`src/rtl/riscv_fetch_pkg.sv`:
```
// Shared definitions for the fetch unit: FSM encoding, next-PC select codes,
// RV32I major opcodes and the conditional-branch decision.
package riscv_fetch_pkg;

  typedef enum logic [1:0] {
    IDLE  = 2'b00,
    FETCH = 2'b01,
    EXEC  = 2'b10,
    HALT  = 2'b11
  } fetch_state_e;

  // PCS encoding 2'b11 also selects sequential flow.
  localparam logic [1:0] PCS_BRANCH = 2'b00;
  localparam logic [1:0] PCS_JUMP   = 2'b01;
  localparam logic [1:0] PCS_SEQ    = 2'b10;

  localparam logic [6:0] OPC_LOAD   = 7'h03;
  localparam logic [6:0] OPC_OP_IMM = 7'h13;
  localparam logic [6:0] OPC_AUIPC  = 7'h17;
  localparam logic [6:0] OPC_STORE  = 7'h23;
  localparam logic [6:0] OPC_OP     = 7'h33;
  localparam logic [6:0] OPC_LUI    = 7'h37;
  localparam logic [6:0] OPC_BRANCH = 7'h63;
  localparam logic [6:0] OPC_JALR   = 7'h67;
  localparam logic [6:0] OPC_JAL    = 7'h6F;

  // BNE takes on a nonzero difference, BGE on a non-negative one.
  function automatic logic branch_taken(input logic bs, input logic zero, input logic neg);
    return (bs & ~zero) | (~bs & ~neg);
  endfunction

endpackage

```
`src/rtl/pc_fetch_unit_if.sv`:
```
// Instruction-memory fetch bus between the fetch unit (master) and memory (slave).
interface pc_fetch_unit_if;
  logic [31:0] IMEM_ADDR;
  logic        IMEM_REQ;
  logic        IMEM_ACK;
  logic [31:0] IMEM_RDATA;

  modport master (
    output IMEM_ADDR,
    output IMEM_REQ,
    input  IMEM_ACK,
    input  IMEM_RDATA
  );

  modport slave (
    input  IMEM_ADDR,
    input  IMEM_REQ,
    output IMEM_ACK,
    output IMEM_RDATA
  );
endinterface

```
`src/rtl/pc_fetch_unit_next_pc_calc.sv`:
```
// Combinational next-PC selection: sequential, jump target or conditional branch.
module next_pc_calc
  import riscv_fetch_pkg::*;
(
  input  logic [31:0] pc_i,
  input  logic [1:0]  pcs_i,
  input  logic        bs_i,
  input  logic        zero_i,
  input  logic        neg_i,
  input  logic [31:0] imm_i,
  input  logic [31:0] alu_result_i,
  output logic [31:0] next_pc_o,
  output logic [31:0] pc_plus4_o
);

  assign pc_plus4_o = pc_i + 32'd4;

  // Jump targets drop bit 0 the way JALR does; bit 1 is left for the misalign check.
  always_comb begin
    next_pc_o = pc_plus4_o;
    case (pcs_i)
      PCS_BRANCH: next_pc_o = branch_taken(bs_i, zero_i, neg_i) ? (pc_i + imm_i) : pc_plus4_o;
      PCS_JUMP:   next_pc_o = alu_result_i & 32'hFFFF_FFFE;
      default:    next_pc_o = pc_plus4_o;
    endcase
  end

endmodule

```
`src/rtl/pc_fetch_unit.sv`:
```
// Program counter and instruction fetch sequencer: fetches one word, holds it
// for execute, then commits the next PC or halts on a misaligned target.
module pc_fetch_unit
  import riscv_fetch_pkg::*;
#(
  parameter logic [31:0] RESET_PC = 32'h0000_0000
) (
  input  logic               CLK,
  input  logic               RST,
  pc_fetch_unit_if.master    imem,
  input  logic [1:0]         PCS,
  input  logic               BS,
  input  logic               ZERO,
  input  logic               NEG,
  input  logic [31:0]        IMM,
  input  logic [31:0]        ALU_RESULT,
  input  logic               EXEC_DONE,
  output logic [31:0]        INSTR,
  output logic [6:0]         OP_CODE,
  output logic [2:0]         FUNCT_3,
  output logic [6:0]         FUNCT_7,
  output logic               INSTR_VALID,
  output logic [31:0]        PC,
  output logic [31:0]        PC_PLUS4,
  output logic               MISALIGN
);

  fetch_state_e state_q;
  logic [31:0]  pc_q;
  logic [31:0]  pc_d;
  logic [31:0]  instr_q;
  logic         valid_q;
  logic         req_q;
  logic         misalign_q;

  next_pc_calc u_next_pc_calc (
    .pc_i         (pc_q),
    .pcs_i        (PCS),
    .bs_i         (BS),
    .zero_i       (ZERO),
    .neg_i        (NEG),
    .imm_i        (IMM),
    .alu_result_i (ALU_RESULT),
    .next_pc_o    (pc_d),
    .pc_plus4_o   (PC_PLUS4)
  );

  // ACK and EXEC_DONE only act in their own state, so stray pulses are dropped.
  always_ff @(posedge CLK) begin
    if (RST) begin
      state_q    <= IDLE;
      pc_q       <= RESET_PC;
      instr_q    <= '0;
      valid_q    <= 1'b0;
      req_q      <= 1'b0;
      misalign_q <= 1'b0;
    end else begin
      case (state_q)
        IDLE: begin
          state_q <= FETCH;
          req_q   <= 1'b1;
        end
        FETCH: begin
          if (imem.IMEM_ACK) begin
            instr_q <= imem.IMEM_RDATA;
            valid_q <= 1'b1;
            req_q   <= 1'b0;
            state_q <= EXEC;
          end
        end
        EXEC: begin
          if (EXEC_DONE) begin
            valid_q <= 1'b0;
            if (pc_d[1:0] != 2'b00) begin
              misalign_q <= 1'b1;
              state_q    <= HALT;
            end else begin
              pc_q    <= pc_d;
              req_q   <= 1'b1;
              state_q <= FETCH;
            end
          end
        end
        HALT: begin
          req_q   <= 1'b0;
          valid_q <= 1'b0;
        end
        default: state_q <= IDLE;
      endcase
    end
  end

  assign imem.IMEM_ADDR = pc_q;
  assign imem.IMEM_REQ  = req_q;
  assign PC             = pc_q;
  assign INSTR          = instr_q;
  assign OP_CODE        = instr_q[6:0];
  assign FUNCT_3        = instr_q[14:12];
  assign FUNCT_7        = instr_q[31:25];
  assign INSTR_VALID    = valid_q;
  assign MISALIGN       = misalign_q;

endmodule

```
`src/flat_wrapper.sv`:
```
// flat-port wrapper written by rule: the top's interface ports become plain ports
module pc_fetch_unit_flat import riscv_fetch_pkg::*;
#(
  parameter logic [31:0] RESET_PC = 32'h0000_0000
)
  (CLK, RST, PCS, BS, ZERO, NEG, IMM, ALU_RESULT, EXEC_DONE, INSTR, OP_CODE, FUNCT_3, FUNCT_7, INSTR_VALID, PC, PC_PLUS4, MISALIGN, imem_IMEM_ADDR, imem_IMEM_REQ, imem_IMEM_ACK, imem_IMEM_RDATA);
  pc_fetch_unit_if imem_i ();
  input  logic CLK;
  input  logic RST;
  input  logic [1:0] PCS;
  input  logic BS;
  input  logic ZERO;
  input  logic NEG;
  input  logic [31:0] IMM;
  input  logic [31:0] ALU_RESULT;
  input  logic EXEC_DONE;
  output logic [31:0] INSTR;
  output logic [6:0] OP_CODE;
  output logic [2:0] FUNCT_3;
  output logic [6:0] FUNCT_7;
  output logic INSTR_VALID;
  output logic [31:0] PC;
  output logic [31:0] PC_PLUS4;
  output logic MISALIGN;
  output wire logic [$bits(imem_i.IMEM_ADDR)-1:0] imem_IMEM_ADDR;
  output wire logic [$bits(imem_i.IMEM_REQ)-1:0] imem_IMEM_REQ;
  input wire logic [$bits(imem_i.IMEM_ACK)-1:0] imem_IMEM_ACK;
  input wire logic [$bits(imem_i.IMEM_RDATA)-1:0] imem_IMEM_RDATA;
  assign imem_IMEM_ADDR = imem_i.IMEM_ADDR;
  assign imem_IMEM_REQ = imem_i.IMEM_REQ;
  assign imem_i.IMEM_ACK = imem_IMEM_ACK;
  assign imem_i.IMEM_RDATA = imem_IMEM_RDATA;
  pc_fetch_unit #(.RESET_PC(RESET_PC)) u_core (.CLK(CLK), .RST(RST), .imem(imem_i), .PCS(PCS), .BS(BS), .ZERO(ZERO), .NEG(NEG), .IMM(IMM), .ALU_RESULT(ALU_RESULT), .EXEC_DONE(EXEC_DONE), .INSTR(INSTR), .OP_CODE(OP_CODE), .FUNCT_3(FUNCT_3), .FUNCT_7(FUNCT_7), .INSTR_VALID(INSTR_VALID), .PC(PC), .PC_PLUS4(PC_PLUS4), .MISALIGN(MISALIGN));
endmodule
```
`config.mk`:
```
export PLATFORM = sky130hd
export DESIGN_NAME = pc_fetch_unit_flat
export DESIGN_NICKNAME = d
export VERILOG_FILES = /design/src/rtl/riscv_fetch_pkg.sv /design/src/rtl/pc_fetch_unit_if.sv /design/src/rtl/pc_fetch_unit_next_pc_calc.sv /design/src/rtl/pc_fetch_unit.sv /design/src/flat_wrapper.sv
export SDC_FILE = /design/constraint.sdc
export NUM_CORES = 1
export LEC_CHECK = 0
export ABC_AREA = 1
export BUFFER_PORTS_ARGS = -buffer_cell sky130_fd_sc_hd__buf_2
export CORE_ASPECT_RATIO = 1.75
export CORE_UTILIZATION = 52
export CTS_CLUSTER_SIZE = 25
export DETAILED_ROUTE_END_ITERATION = 6
export PLACE_DENSITY = 0.83
export SETUP_SLACK_MARGIN = 0.3
export SLEW_MARGIN = 20
export SYNTH_ARGS = -nofsm -noshare
export SYNTH_HDL_FRONTEND = slang
export SYNTH_SLANG_ARGS = --single-unit
```
`constraint.sdc`:
```
create_clock -name CLK -period 2.8 [get_ports CLK]
set_input_delay 0.56 -clock CLK [delete_from_list [all_inputs] [get_ports CLK]]
set_output_delay 0.56 -clock CLK [all_outputs]
set_load 0.02 [all_outputs]
```
==> results.toml, run 1 <==
[sta]
hold_violations = 0
drv_slew = 0
rsz0062_at_grt = "true"
relSlewSlack_pct = 35.5
post-route-period-util_pct = 88.9
max_freq_ghz = 0.402
worst_pin_slew_ps = 967
finClkSkew_ps = 7.41
fin_crit_ps = 2490
finalSetupTns_ps = 0
setup_viol = 0

[synth]
yosysTopAreaCell = "nand2_1"
synthSimpleGateAreaFrac_pct = 38.3
ys_ff_latch = 69
synth.net_count = 1426
post_synth.cell_area_avg_um2 = 5.55
netlist.area_leader.share_pct = 20.5
synth_cell_type_count = 41
synth_area_leaders = "nand2_1 20%, dfxtp_1 19%, inv_1 11%"
synthTopCellsByCount = "388 x nand2_1, 211 x inv_1, 161 x nor2_1"
yosys.area_share.adder_pct = 6.78
synth_xor_area_share_pct = 2.34
async_reset_ff_share_pct = 0
synth-compound-area-share_pct = 14.1
synth_cells = 1283
synth_edf_count = 0
ys.flop_type = "dfxtp_1"
synth_top_family_by_area = "simple AND/OR/NAND/NOR gates"
ys_seq_area_share_pct = 19.4
yosysMostFrequentCell = "nand2_1"
synth_mux_area_share_pct = 0
yosys_warnings = 0
synth_area_mm2 = 0.00712

[clock_tree]
clock-sinks = 69
numCtsBuffers = 9
cts_buffer_depth = 2
clk_pin_slew_worst_paths_ps = 60
tritoncts = "built"
h-tree-depth = 3
clk_latency_ps = 340
cts_root_buf = "clkbuf_16"

[final_layout]
final_cells = 1673
nNetsFinal = 1635
fin_area_mm2 = 0.00889
syn_to_final_growth_pct = 24.9
layout-drive-gt1-share_pct = 25.3
fin_util_pct = 66.5

[floorplanning]
die_area_mm2 = 0.0142
die_w_um = 90.5
chipHeight_um = 157
num_io_pins = 253
initial_utilization_pct = 53.2
fp-row-count = 56
coreArea_mm2 = 0.0134

[global_routing]
antenna_found_initial = 2
grt_pass1_vias = 8186
grt_start_max_net_pins = 50
grt_pass1_wl_um = 39500
grt_usage_pct = 36.1
grt-ovfl-total = 0

[detailed_routing]
wire_per_inst_um = 15.9
wl_um = 26600
first_pass_iters = 6
drc_errors = 0
post_drt_via_cell_ratio = 5.30
vias = 8868
drt_iter0_drc = 672
ant_nets = 0

[setup_path]
worstPathRequired_ps = 2240
crit_fanout = 5
timing.critical_path.to_type = "output pin"
arrival_ps = 1930
slowest_delay_ps = 400
path_cells = "ha_4 -> nand2_2 -> nor2_2 -> nand2_1 -> inv_1 -> or2_2 -> o21ai_0 -> inv_1 -> buf_2"
cp-start-kind = "flop"
cpMostUsedCell = "inv_1"
rr_worst_depth = 12
critical_path_class = "reg2out"
crit_slowest_cell = "dfxtp_4"

[place]
place_hpwl_um = 20700
port_buffers = 251
gp_congestion = 1.01
place_inst = 1641
dpl_cell_area_mm2 = 0.00822

[min_path]
hold_path.class = "in2reg"
hold_path_depth = 3

[job]
cap_violations = 0

[pwr]
leakagePower_nw = 5.27
vdd_ir_drop_max_mv = 0.587
power_mw = 5.56
power_density_mw_per_mm2 = 625

[outcome]
status = "completed"
==> final cells by class <==
type / count / area [um^2]
Multi-Input combinational cell: 913 / 4560
Clock buffer: 10 / 229
Tap cell: 174 / 218
Inverter: 218 / 818
Sequential cell: 69 / 1450
Antenna cell: 2 / 5.00
Fill cell: 1318 / 4490
Timing Repair Buffer: 281 / 1540
Clock inverter: 6 / 71.3
==> critical path, delay by kind of cell (launching register included) <==
family,cells,cell delay (ps)
AO/OA/AOI/OAI,1,90
adder cells (fa/ha/maj),1,150
buffers and inverters,3,460
flip-flops,1,400
AND/OR/NAND/NOR,4,490
==> per-layer routing <==
| layer | up-vias | GRT usage [%] | wire length, um |
|---|---|---|---|
| li1 | 4364 | - | - |
| met1 | 3939 | 35.7 | 9250 |
| met2 | 458 | 67.9 | 13800 |
| met3 | 107 | 5.44 | 1880 |
| met4 | 0 | 25.7 | 1650 |
| met5 | - | 0 | 0 |
==> timing repair <==
item | CTS | global route
hold buffers | 0 | 0
cloned | 0 | 0
resized for setup | 40 | 51
pin swaps | 3 | 10
buffers inserted | 4 | 10
setup endpoints to repair | 23 | 21
==> power breakdown <==
group / total, mW / internal (mW) / switching [mW]
sequential: 1.49 / 1.22 / 0.271
combinational: 2.88 / 0.967 / 1.91
clock: 1.19 / 0.699 / 0.490
==> layout by cell type (no fill, tap or decap), types with 13 or more instances in the layout <==
cell,netlist,final
nand3_1,79,78
ha_1,37,36
dfxtp_1,69,45
buf_2,3,247
nand2_1,388,380
nor2_2,2,13
o21ai_0,62,62
o21ai_1,17,17
dfxtp_4,0,17
inv_1,211,211
buf_4,52,29
a21oi_1,84,84
nor2_1,161,146
==> kinds of logic after synthesis <==
kind of cell	after synthesis
buf+inv	301
fa+ha+maj	38
simple gates	669
flops	69
compound gates	187
xor+xnor	19
==> path summary, 6_finish.rpt <==
path                       start                to  slack [ps]
min reg2reg      u_core.MISALIGN   u_core.MISALIGN         480
min          imem_IMEM_RDATA[21]  u_core.INSTR[21]         470
max reg2reg         u_core.PC[0]     u_core.PC[28]         440
max                 u_core.PC[3]       PC_PLUS4[8]         310
==> sequential cells by signal (all words and copies together) (netlist names) <==
| name | cells |
|---|---|
| u_core.state_q | 2 |
| u_core.INSTR_VALID | 1 |
| u_core.imem.IMEM_REQ | 1 |
| u_core.PC | 32 |
| u_core.MISALIGN | 1 |
| u_core.INSTR | 32 |
==> through the flow <==
stage                     hold slack [ps]  worst slack [ps]
after floorplan                       488               610
after global placement                448               232
after detailed placement              460               190
after CTS                             462               285
after global routing                  467               127
final                                 466               312
(Power assumes the default switching activity.)
==> run 2, diff against run 1 <==
Settings changed: ABC_AREA 1 to unset, CAP_MARGIN set to 20, CORE_UTILIZATION 52 to 49, PLACE_DENSITY 0.83 to 0.82.
==> run 2 against run 1 <==
Compared with the run above:
- core utilization grew 8.4 points
- the flow now finishes with violations (design-rule violations, negative setup slack)
- sequential power shrank 30%
- non-clock buffer count grew 86
- count of clock-buffer cells in the layout shrank 1
- hold slack lost 17 ps
- final cell count shrank 30%
- critical path depth shrank 1
==> results.toml, run 2 <==
[setup_path]
r2r_start = "u_core.PC[3]"
reg2reg_setup_slack_ps = 50
crit_slowest_cell = "dfxtp_4"
slowest_delay_ps = 370
path_cells = "ha_4 -> nand4_1 -> nor4_4 -> and3_4 -> buf_6 -> nand2_4 -> xnor2_2 -> buf_4"
crit_fanout = 3
worstSetupStartpoint = "u_core.PC[2]"
timing.critical_path.to_type = "output pin"
arrival_ps = 2310
worstPathRequired_ps = 2240
critical_path_class = "reg2out"
crit_family = "simple AND/OR/NAND/NOR gates"
cp-start-kind = "flop"
path_buf_inv = 2

[sta]
hold_violations = 0
fin_crit_ps = 2870
max_freq_ghz = 0.348
worst_pin_slew_ps = 728
post-route-period-util_pct = 103
relSlewSlack_pct = 51.5
whs_ps = 449
finClkSkew_ps = 11.1
rsz0062_at_grt = "true"
drv_slew = 0
fin_ws_ps = -73.9
setup_viol = 6

[global_routing]
grt-ovfl-total = 0
grt_start_max_net_pins = 30
grt_usage_pct = 33.2
grt_pass1_wl_um = 32200
grt_pass1_vias = 6807
antenna_found_initial = 0

[clock_tree]
tritoncts = "built"
cts_root_buf = "clkbuf_16"
h-tree-depth = 3
clk_pin_slew_worst_paths_ps = 60
ctsHoldBuffers = 0
clock-sinks = 69
cts_buffer_depth = 2
clk_latency_ps = 340
numCtsBuffers = 9

[final_layout]
layout-drive-gt1-share_pct = 49.0
antennaDiodeCount = 0
final_cell_mix = "227 x buf_2, 123 x buf_4, 104 x nand2_1, 73 x a21oi_1, 52 x dfxtp_1"
nNetsFinal = 1176
final_common_cell = "buf_2"
syn_to_final_growth_pct = 50.0
fin_util_pct = 74.9

[synth]
ys_ff_latch = 69
yosysMostFrequentCell = "nand2_1"
async_reset_ff_share_pct = 0
ys.flop_type = "dfxtp_1"
synth_area_mm2 = 0.00575
post_synth.cell_area_avg_um2 = 7.72
yosys_warnings = 0
synth_edf_count = 0
yosysTopAreaCell = "dfxtp_1"
synthTopCellsByCount = "110 x nand2_1, 78 x a21oi_1, 69 x dfxtp_1"
synth.net_count = 888
ys_seq_area_share_pct = 24.0
synth_cell_type_count = 80
synth_cells = 745
netlist.area_leader.share_pct = 24.0
synth_area_leaders = "dfxtp_1 24%, ha_1 8.1%, nand2_1 7.2%"

[detailed_routing]
vias = 7185
first_pass_iters = 7
drt_iter0_drc = 755
post_drt_via_cell_ratio = 6.13
wl_um = 22900
wire_per_inst_um = 19.5
drc_errors = 24
ant_nets = 0

[pwr]
leakagePower_nw = 4.34
power_density_mw_per_mm2 = 347
vdd_ir_drop_max_mv = 0.394

[job]
cap_violations = 0

[floorplanning]
num_io_pins = 253
chipHeight_um = 145
fp-row-count = 52
initial_utilization_pct = 49.9
die_w_um = 83.9
coreArea_mm2 = 0.0115
die_area_mm2 = 0.0122

[outcome]
violations = "design-rule violations, negative setup slack"
status = "complete, but fails checks"

[place]
gp_congestion = 0.943
place_hpwl_um = 14900
port_buffers = 251

[min_path]
hold_path.class = "reg2reg"
min_from = "u_core.INSTR[11]"
[run 2: path summary, 6_finish.rpt]
check | endpoint | cells after the start
max reg2reg | u_core.PC[16] | 13
max | PC_PLUS4[24] | 8
min reg2reg | u_core.INSTR[11] | 2
min | u_core.INSTR[11] | 2
[run 2: logic make-up after synthesis]
| family | count (synthesis) | share of synthesized area [%] |
|---|---|---|
| buf+inv | 107 | 10.7 |
| simple gates | 255 | 21.7 |
| xor+xnor | 50 | 8.01 |
| mux | 5 | 0.892 |
| compound gates | 221 | 26.3 |
| fa+ha+maj | 38 | 8.40 |
| flops | 69 | 24.0 |
[run 2: worst min-delay path: cells and delay by family (launching register included)]
kind               cells  cell delay (ps)
and+or+nand+nor        1               50
AOI/OAI and AO/OA      1               50
DFF                    1              300
[run 2: per-layer routing]
metal | track usage, % | vias to the layer above | routed length [um]
met4 | 24.1 | 0 | 1660
met5 | 0 | - | 0
met3 | 6.37 | 164 | 1710
met2 | 59.9 | 471 | 11700
li1 | - | 3233 | -
met1 | 33.3 | 3317 | 7820
[run 2: timing repair]
item | CTS | global route
pin swaps | 39 | 59
gates resized for setup | 80 | 78
setup endpoints to repair | 36 | 45
buffers inserted | 28 | 19
[run 2: per-stage QoR]
| step | total power, mW | TNS [ps] | instance area, um^2 | worst slack (ps) | std cells |
|---|---|---|---|---|---|
| CTS | 2.95 | 0 | 8110 | 97.3 | 1154 |
| detailed placement | 1.64 | -1460 | 7240 | -177 | 1110 |
| floorplan | 1.42 | 0 | 5840 | 131 | 745 |
| global placement | 1.64 | -1180 | 7240 | -142 | 1110 |
| global route | 3.09 | -329 | 8620 | -86.9 | 1173 |
| finish | 2.99 | -233 | 8620 | -73.9 | 1173 |
[run 2: power by group]
part           total (mW)  switching [mW]  internal [mW]
clock network        1.30           0.503          0.795
logic               0.652           0.390          0.262
registers            1.04          0.0275           1.01
[run 2: layout make-up]
type	count	area (um^2)
Clock buffer	9	225
Clock inverter	7	105
Fill cell	788	2890
Inverter	17	63.8
Multi-Input combinational cell	569	4370
Sequential cell	69	1410
Tap cell	135	169
Timing Repair Buffer	367	2280
